### src/rtl/pwm_deadtime_pkg.sv
// Shared definitions for the complementary-output dead-time stage:
// per-channel FSM state encoding and default sizing constants.
package pwm_deadtime_pkg;

  localparam int DEAD_WIDTH_DEFAULT = 8;
  localparam int CHANNELS_DEFAULT   = 16;

  typedef enum logic [2:0] {
    DT_OFF          = 3'd0,
    DT_DEAD_TO_HIGH = 3'd1,
    DT_HIGH_ON      = 3'd2,
    DT_DEAD_TO_LOW  = 3'd3,
    DT_LOW_ON       = 3'd4
  } dt_state_e;

endpackage

### src/rtl/pwm_deadtime_channel.sv
// One complementary output pair: state machine plus dead-time down-counter.
// Raw high/low are registered and can never be asserted together.
module pwm_deadtime_channel
  import pwm_deadtime_pkg::*;
#(
  parameter int DEAD_WIDTH = DEAD_WIDTH_DEFAULT
) (
  input  logic                  clk,
  input  logic                  rst_n,
  input  logic                  pwm,
  input  logic                  en,
  input  logic                  force_off,
  input  logic [DEAD_WIDTH-1:0] dead_time,
  output logic                  high,
  output logic                  low_raw
);

  dt_state_e             state_q, state_d;
  logic [DEAD_WIDTH-1:0] cnt_q, cnt_d;
  logic                  from_on_q, from_on_d;
  logic                  high_q, high_d;
  logic                  low_q, low_d;
  logic                  req_high, req_low;

  always_comb begin
    state_d   = state_q;
    cnt_d     = cnt_q;
    from_on_d = from_on_q;
    req_high  = 1'b0;
    req_low   = 1'b0;
    if (force_off || !en) begin
      state_d   = DT_OFF;
      cnt_d     = '0;
      from_on_d = 1'b0;
    end else begin
      case (state_q)
        DT_OFF: begin
          from_on_d = 1'b0;
          if (pwm) req_high = 1'b1;
          else     req_low  = 1'b1;
        end
        DT_HIGH_ON: begin
          if (!pwm) begin
            req_low   = 1'b1;
            from_on_d = 1'b1;
          end
        end
        DT_LOW_ON: begin
          if (pwm) begin
            req_high  = 1'b1;
            from_on_d = 1'b1;
          end
        end
        DT_DEAD_TO_HIGH: begin
          // A glitch only snaps straight back if the low side was actually on
          // before; coming out of OFF it must wait out a fresh dead time.
          if (!pwm) begin
            if (from_on_q) begin
              state_d = DT_LOW_ON;
              cnt_d   = '0;
            end else begin
              req_low = 1'b1;
            end
          end else if (cnt_q <= DEAD_WIDTH'(1)) begin
            state_d = DT_HIGH_ON;
            cnt_d   = '0;
          end else begin
            cnt_d = cnt_q - DEAD_WIDTH'(1);
          end
        end
        DT_DEAD_TO_LOW: begin
          if (pwm) begin
            if (from_on_q) begin
              state_d = DT_HIGH_ON;
              cnt_d   = '0;
            end else begin
              req_high = 1'b1;
            end
          end else if (cnt_q <= DEAD_WIDTH'(1)) begin
            state_d = DT_LOW_ON;
            cnt_d   = '0;
          end else begin
            cnt_d = cnt_q - DEAD_WIDTH'(1);
          end
        end
        default: begin
          state_d = DT_OFF;
          cnt_d   = '0;
        end
      endcase

      // Zero dead time bypasses the DEAD states entirely.
      if (req_high) begin
        if (dead_time == '0) begin
          state_d = DT_HIGH_ON;
          cnt_d   = '0;
        end else begin
          state_d = DT_DEAD_TO_HIGH;
          cnt_d   = dead_time;
        end
      end
      if (req_low) begin
        if (dead_time == '0) begin
          state_d = DT_LOW_ON;
          cnt_d   = '0;
        end else begin
          state_d = DT_DEAD_TO_LOW;
          cnt_d   = dead_time;
        end
      end
    end
    high_d = (state_d == DT_HIGH_ON);
    low_d  = (state_d == DT_LOW_ON);
  end

  always_ff @(posedge clk or negedge rst_n) begin
    if (!rst_n) begin
      state_q   <= DT_OFF;
      cnt_q     <= '0;
      from_on_q <= 1'b0;
      high_q    <= 1'b0;
      low_q     <= 1'b0;
    end else begin
      state_q   <= state_d;
      cnt_q     <= cnt_d;
      from_on_q <= from_on_d;
      high_q    <= high_d;
      low_q     <= low_d;
    end
  end

  assign high    = high_q;
  assign low_raw = low_q;

endmodule

### src/rtl/pwm_deadtime.sv
// Dead-time insertion for all PWM channels, with a synchronised, latched
// fault shutdown shared by every channel and a registered pad output-enable.
module pwm_deadtime
  import pwm_deadtime_pkg::*;
#(
  parameter int CHANNELS   = CHANNELS_DEFAULT,
  parameter int DEAD_WIDTH = DEAD_WIDTH_DEFAULT
) (
  input  logic                  clk,
  input  logic                  rst,
  input  logic [CHANNELS-1:0]   pwm_in,
  input  logic [CHANNELS-1:0]   pwm_en_in,
  input  logic [DEAD_WIDTH-1:0] deadTime,
  input  logic [CHANNELS-1:0]   invertLow,
  input  logic                  fault,
  input  logic                  faultClear,
  output logic [CHANNELS-1:0]   gate_high,
  output logic [CHANNELS-1:0]   gate_low,
  output logic [CHANNELS-1:0]   gate_en,
  output logic                  faultActive
);

  logic                fault_meta_q, fault_meta_d;
  logic                fault_sync_q, fault_sync_d;
  logic                fault_active_q, fault_active_d;
  logic [CHANNELS-1:0] gate_en_q, gate_en_d;
  logic [CHANNELS-1:0] low_raw;

  always_comb begin
    fault_meta_d = fault;
    fault_sync_d = fault_meta_q;
    // A still-present fault beats a clear request.
    if (fault_sync_q)    fault_active_d = 1'b1;
    else if (faultClear) fault_active_d = 1'b0;
    else                 fault_active_d = fault_active_q;
    gate_en_d = pwm_en_in & {CHANNELS{~fault_active_d}};
  end

  always_ff @(posedge clk or negedge rst) begin
    if (!rst) begin
      fault_meta_q   <= 1'b0;
      fault_sync_q   <= 1'b0;
      fault_active_q <= 1'b0;
      gate_en_q      <= '0;
    end else begin
      fault_meta_q   <= fault_meta_d;
      fault_sync_q   <= fault_sync_d;
      fault_active_q <= fault_active_d;
      gate_en_q      <= gate_en_d;
    end
  end

  generate
    for (genvar gi = 0; gi < CHANNELS; gi++) begin : g_ch
      pwm_deadtime_channel #(
        .DEAD_WIDTH(DEAD_WIDTH)
      ) u_ch (
        .clk      (clk),
        .rst_n    (rst),
        .pwm      (pwm_in[gi]),
        .en       (pwm_en_in[gi]),
        .force_off(fault_active_d),
        .dead_time(deadTime),
        .high     (gate_high[gi]),
        .low_raw  (low_raw[gi])
      );
    end
  endgenerate

  assign gate_low    = low_raw ^ invertLow;
  assign gate_en     = gate_en_q;
  assign faultActive = fault_active_q;

endmodule
### config.mk
export PLATFORM = sky130hd
export DESIGN_NAME = pwm_deadtime
export DESIGN_NICKNAME = d
export VERILOG_FILES = /design/src/rtl/pwm_deadtime_pkg.sv /design/src/rtl/pwm_deadtime_channel.sv /design/src/rtl/pwm_deadtime.sv
export SDC_FILE = /design/constraint.sdc
export NUM_CORES = 1
export LEC_CHECK = 0
export CORE_ASPECT_RATIO = 0.75
export CORE_MARGIN = 1.5
export CORE_UTILIZATION = 50
export DETAILED_ROUTE_END_ITERATION = 8
export PLACE_DENSITY_LB_ADDON = 0.25
export RECOVER_POWER = 100
export SLEW_MARGIN = 20
export SYNTH_ARGS = -nofsm -noshare
export SYNTH_HDL_FRONTEND = slang
export SYNTH_SLANG_ARGS = --single-unit
### constraint.sdc
create_clock -name clk -period 2.9 [get_ports clk]
set_input_delay 0.87 -clock clk [delete_from_list [all_inputs] [get_ports clk]]
set_output_delay 0.87 -clock clk [all_outputs]
set_load 0.01 [all_outputs]
==> impl_metrics.env <==
export IMPL_outcome="completed"
export IMPL_fin_area_mm2=0.0186
export IMPL_clock_latency_ns=0.56
export IMPL_timing_hold_ws_ns=0.346
export IMPL_synthFlopType="dfrtp_1"
export IMPL_drc=0
export IMPL_yosysUniqueCellTypes=83
export IMPL_async_reset_ff_share_pct=100
export IMPL_most_common_layout_cells="dfrtp_1, nor2_1, nand2_1, a21oi_1, inv_1"
export IMPL_drt_initial_drc_count=1500
export IMPL_swShare_pct=29.5
export IMPL_postRouteAntennaNets=0
export IMPL_io_buffers=108
export IMPL_die_y_um=158
export IMPL_skew_ns=0.0246
export IMPL_p_sw_mw=2.54
export IMPL_p_seq_share_pct=42.6
export IMPL_post_route_util_pct=59.2
export IMPL_numCtsBuffers=26
export IMPL_synth_fp_nets=2009
export IMPL_tns_ns=0
export IMPL_row_count=56
export IMPL_synth_seq_cells=243
export IMPL_place_gp_congestion=0.925
export IMPL_grt_max_degree=77
export IMPL_fin_crit_sh_pct=97.5
export IMPL_cts_path_max_buffers=3
export IMPL_placed_cell_area_mm2=0.0179
export IMPL_crit_type="in -> reg"
export IMPL_yosys_area_top_type="dfrtp_1"
export IMPL_clkSinkCount=243
export IMPL_slew_headroom_pct=1.52
export IMPL_wl_per_cell_um=18.3
export IMPL_hold_buffers=0
export IMPL_p_leak_nw=8.10
export IMPL_synth_area_mm2=0.0160
export IMPL_synth_area_leaders="dfrtp_1, a21oi_1, nor2_1"
export IMPL_drtPass1Iterations=5
export IMPL_drv_cap=0
export IMPL_grt_first_pass_wirelength_um=73500
export IMPL_hp_class="reg -> reg"
export IMPL_synth_edf_count=0
export IMPL_netlist_area_leader_share_pct=37.9
export IMPL_antenna_found_initial=1
export IMPL_cp_startpoint="deadTime[0]"
export IMPL_syn2layout_area_growth_pct=15.9
export IMPL_tritoncts="built"
export IMPL_path_clk_slew_ns=0.07
export IMPL_period_needed_ns=2.83
export IMPL_r2r_start="g_ch[4].u_ch.cnt_q[2]"
export IMPL_crit_fanout=6
export IMPL_diodes=0
export IMPL_drive_above_1_share_pct=7.50
export IMPL_intPower_mw=6.09
export IMPL_grt_pass1_vias=14100
export IMPL_start_kind="input port"
export IMPL_dp_hpwl_um=30900
export IMPL_start_util_pct=51.1
export IMPL_max_vdd_ir_drop_mv=0.478
export IMPL_synth_avg_cell_area_um2=8.37
export IMPL_final_setup_worst_slack_ns=0.0728
export IMPL_fmax_mhz=354
export IMPL_final_setup_viol_count=0
export IMPL_dp_slack_ns=-0.434
export IMPL_nNetsFinal=2126
export IMPL_arrival_ns=3.27
export IMPL_hold_viol_final=0
export IMPL_drv_slew=0
export IMPL_vias=15400
export IMPL_fp_dieW_um=210
export IMPL_synth_warnings=0
export IMPL_power_density_mw_per_mm2=465
export IMPL_vias_per_cell=6.26
export IMPL_cp_end_kind="flop"
export IMPL_grt_usage_pct=27.1
export IMPL_die_area_mm2=0.0332
export IMPL_clock_root_buffer="clkbuf_16"
export IMPL_cts_setup_buffers=0
export IMPL_yosysSeqAreaShare_pct=37.9
export IMPL_gr_total_overflow=0
export IMPL_rsz0062_at_grt="no"
export IMPL_core_mm2=0.0314
export IMPL_worst_slew_pin_slew_ns=1.48
export IMPL_io_pins=109
export IMPL_final_common_cell="dfrtp_1"
export IMPL_clkPwrFrac_pct=39.3
export IMPL_wirelength_um=45000
export IMPL_crit_required_ns=3.35
export IMPL_holdCritStartpoint="fault_meta_q"
export IMPL_synth_cells=1917
export IMPL_pwr_share_comb_pct=18.1
export IMPL_h_tree_depth=1
==> layout make-up <==
cell class / instances / area (um^2)
Clock buffer: 36 / 769
Fill cell: 2840 / 12800
Multi-Input combinational cell: 1445 / 9030
Tap cell: 406 / 508
Timing Repair Buffer: 209 / 1690
Inverter: 109 / 409
Sequential cell: 243 / 6080
Clock inverter: 12 / 103
==> repair_timing <==
item	in CTS	in global routing
gates resized for setup	12	4
cloned	0	0
endpoints found under the hold margin	0	0
endpoints found under the setup margin	12	4
==> routing by layer <==
metal | GRT usage (%) | share of wire [%]
met5 | 0 | 0
met4 | 6.51 | 2.5
met3 | 4.78 | 7.8
met2 | 42.2 | 44
met1 | 39.3 | 46
==> cell families after synthesis <==
family	count (synthesis)	synth area share [%]
multiplexers	11	0.710
XOR/XNOR	66	3.60
adder cells (fa/ha/maj)	32	2.50
flip-flops	243	37.9
AND/OR/NAND/NOR	760	25.0
AO/OA/AOI/OAI	576	24.5
buffers and inverters	229	5.78
==> path summary, 6_finish.rpt <==
check / end / slack (ns) / depth (start not counted)
min in group asynchronous: g_ch[9].u_ch.from_on_q / 0.66 / 1
setup reg to reg: g_ch[4].u_ch.cnt_q[2] / 0.47 / 6
max in group asynchronous: g_ch[12].u_ch.from_on_q / 0.55 / 2
setup / recovery: g_ch[6].u_ch.state_q[1] / 0.07 / 7
hold reg to reg: fault_sync_q / 0.35 / 0
hold / removal: fault_sync_q / 0.35 / 0
==> worst max-delay path: stages <==
cell             delay [ns]
clkdlybuf4s50_1        0.60
or4_1                  0.61
clkbuf_1               0.17
nor2_4                 0.25
clkbuf_1               0.39
nand3_1                0.21
o211a_1                0.18
==> state kept, by name, indices dropped and copies added (netlist names) <==
name / cells
faultActive: 1
fault_meta_q: 1
fault_sync_q: 1
g_ch.u_ch.cnt_q: 128
g_ch.u_ch.from_on_q: 16
g_ch.u_ch.high: 16
g_ch.u_ch.low_raw: 16
g_ch.u_ch.state_q: 48
gate_en: 16
==> synthesized netlist by cell type, types with 17 or more instances <==
cell type and n:
or4_1 17, nand2_1 160, a21oi_1 154, clkbuf_1 95, a32oi_1 23, or3_1 30, xor2_1 40, nand3b_1 27
and3_1 17, and2_1 22, nand2b_1 27, a31oi_1 25, dfrtp_1 243, a211oi_1 28, o21ai_0 75, a22oi_1 32
ha_1 32, or2_2 23, nor2b_1 28, xnor2_1 26, nand3_1 52, nor2_1 161, nor4_1 32, o22ai_1 38
nor3_1 91, inv_1 108
==> power groups by stage <==
stage / clock (mW) / sequential (mW) / combinational, mW
2_1_floorplan: 0 / 3.66 / 1.06
3_3_place_gp: 0 / 3.72 / 1.56
3_5_place_dp: 0 / 3.73 / 1.59
4_1_cts: 3.48 / 3.67 / 1.59
5_1_grt: 3.59 / 3.70 / 1.74
6_report: 3.40 / 3.68 / 1.57
==> metrics by stage <==
step	instances	power (mW)
floorplan	1917	4.71
finish	2460	8.64
CTS	2460	8.74
detailed placement	2412	5.32
global placement	2412	5.29
global route	2460	9.03
Power figures use the tool's default switching activity.
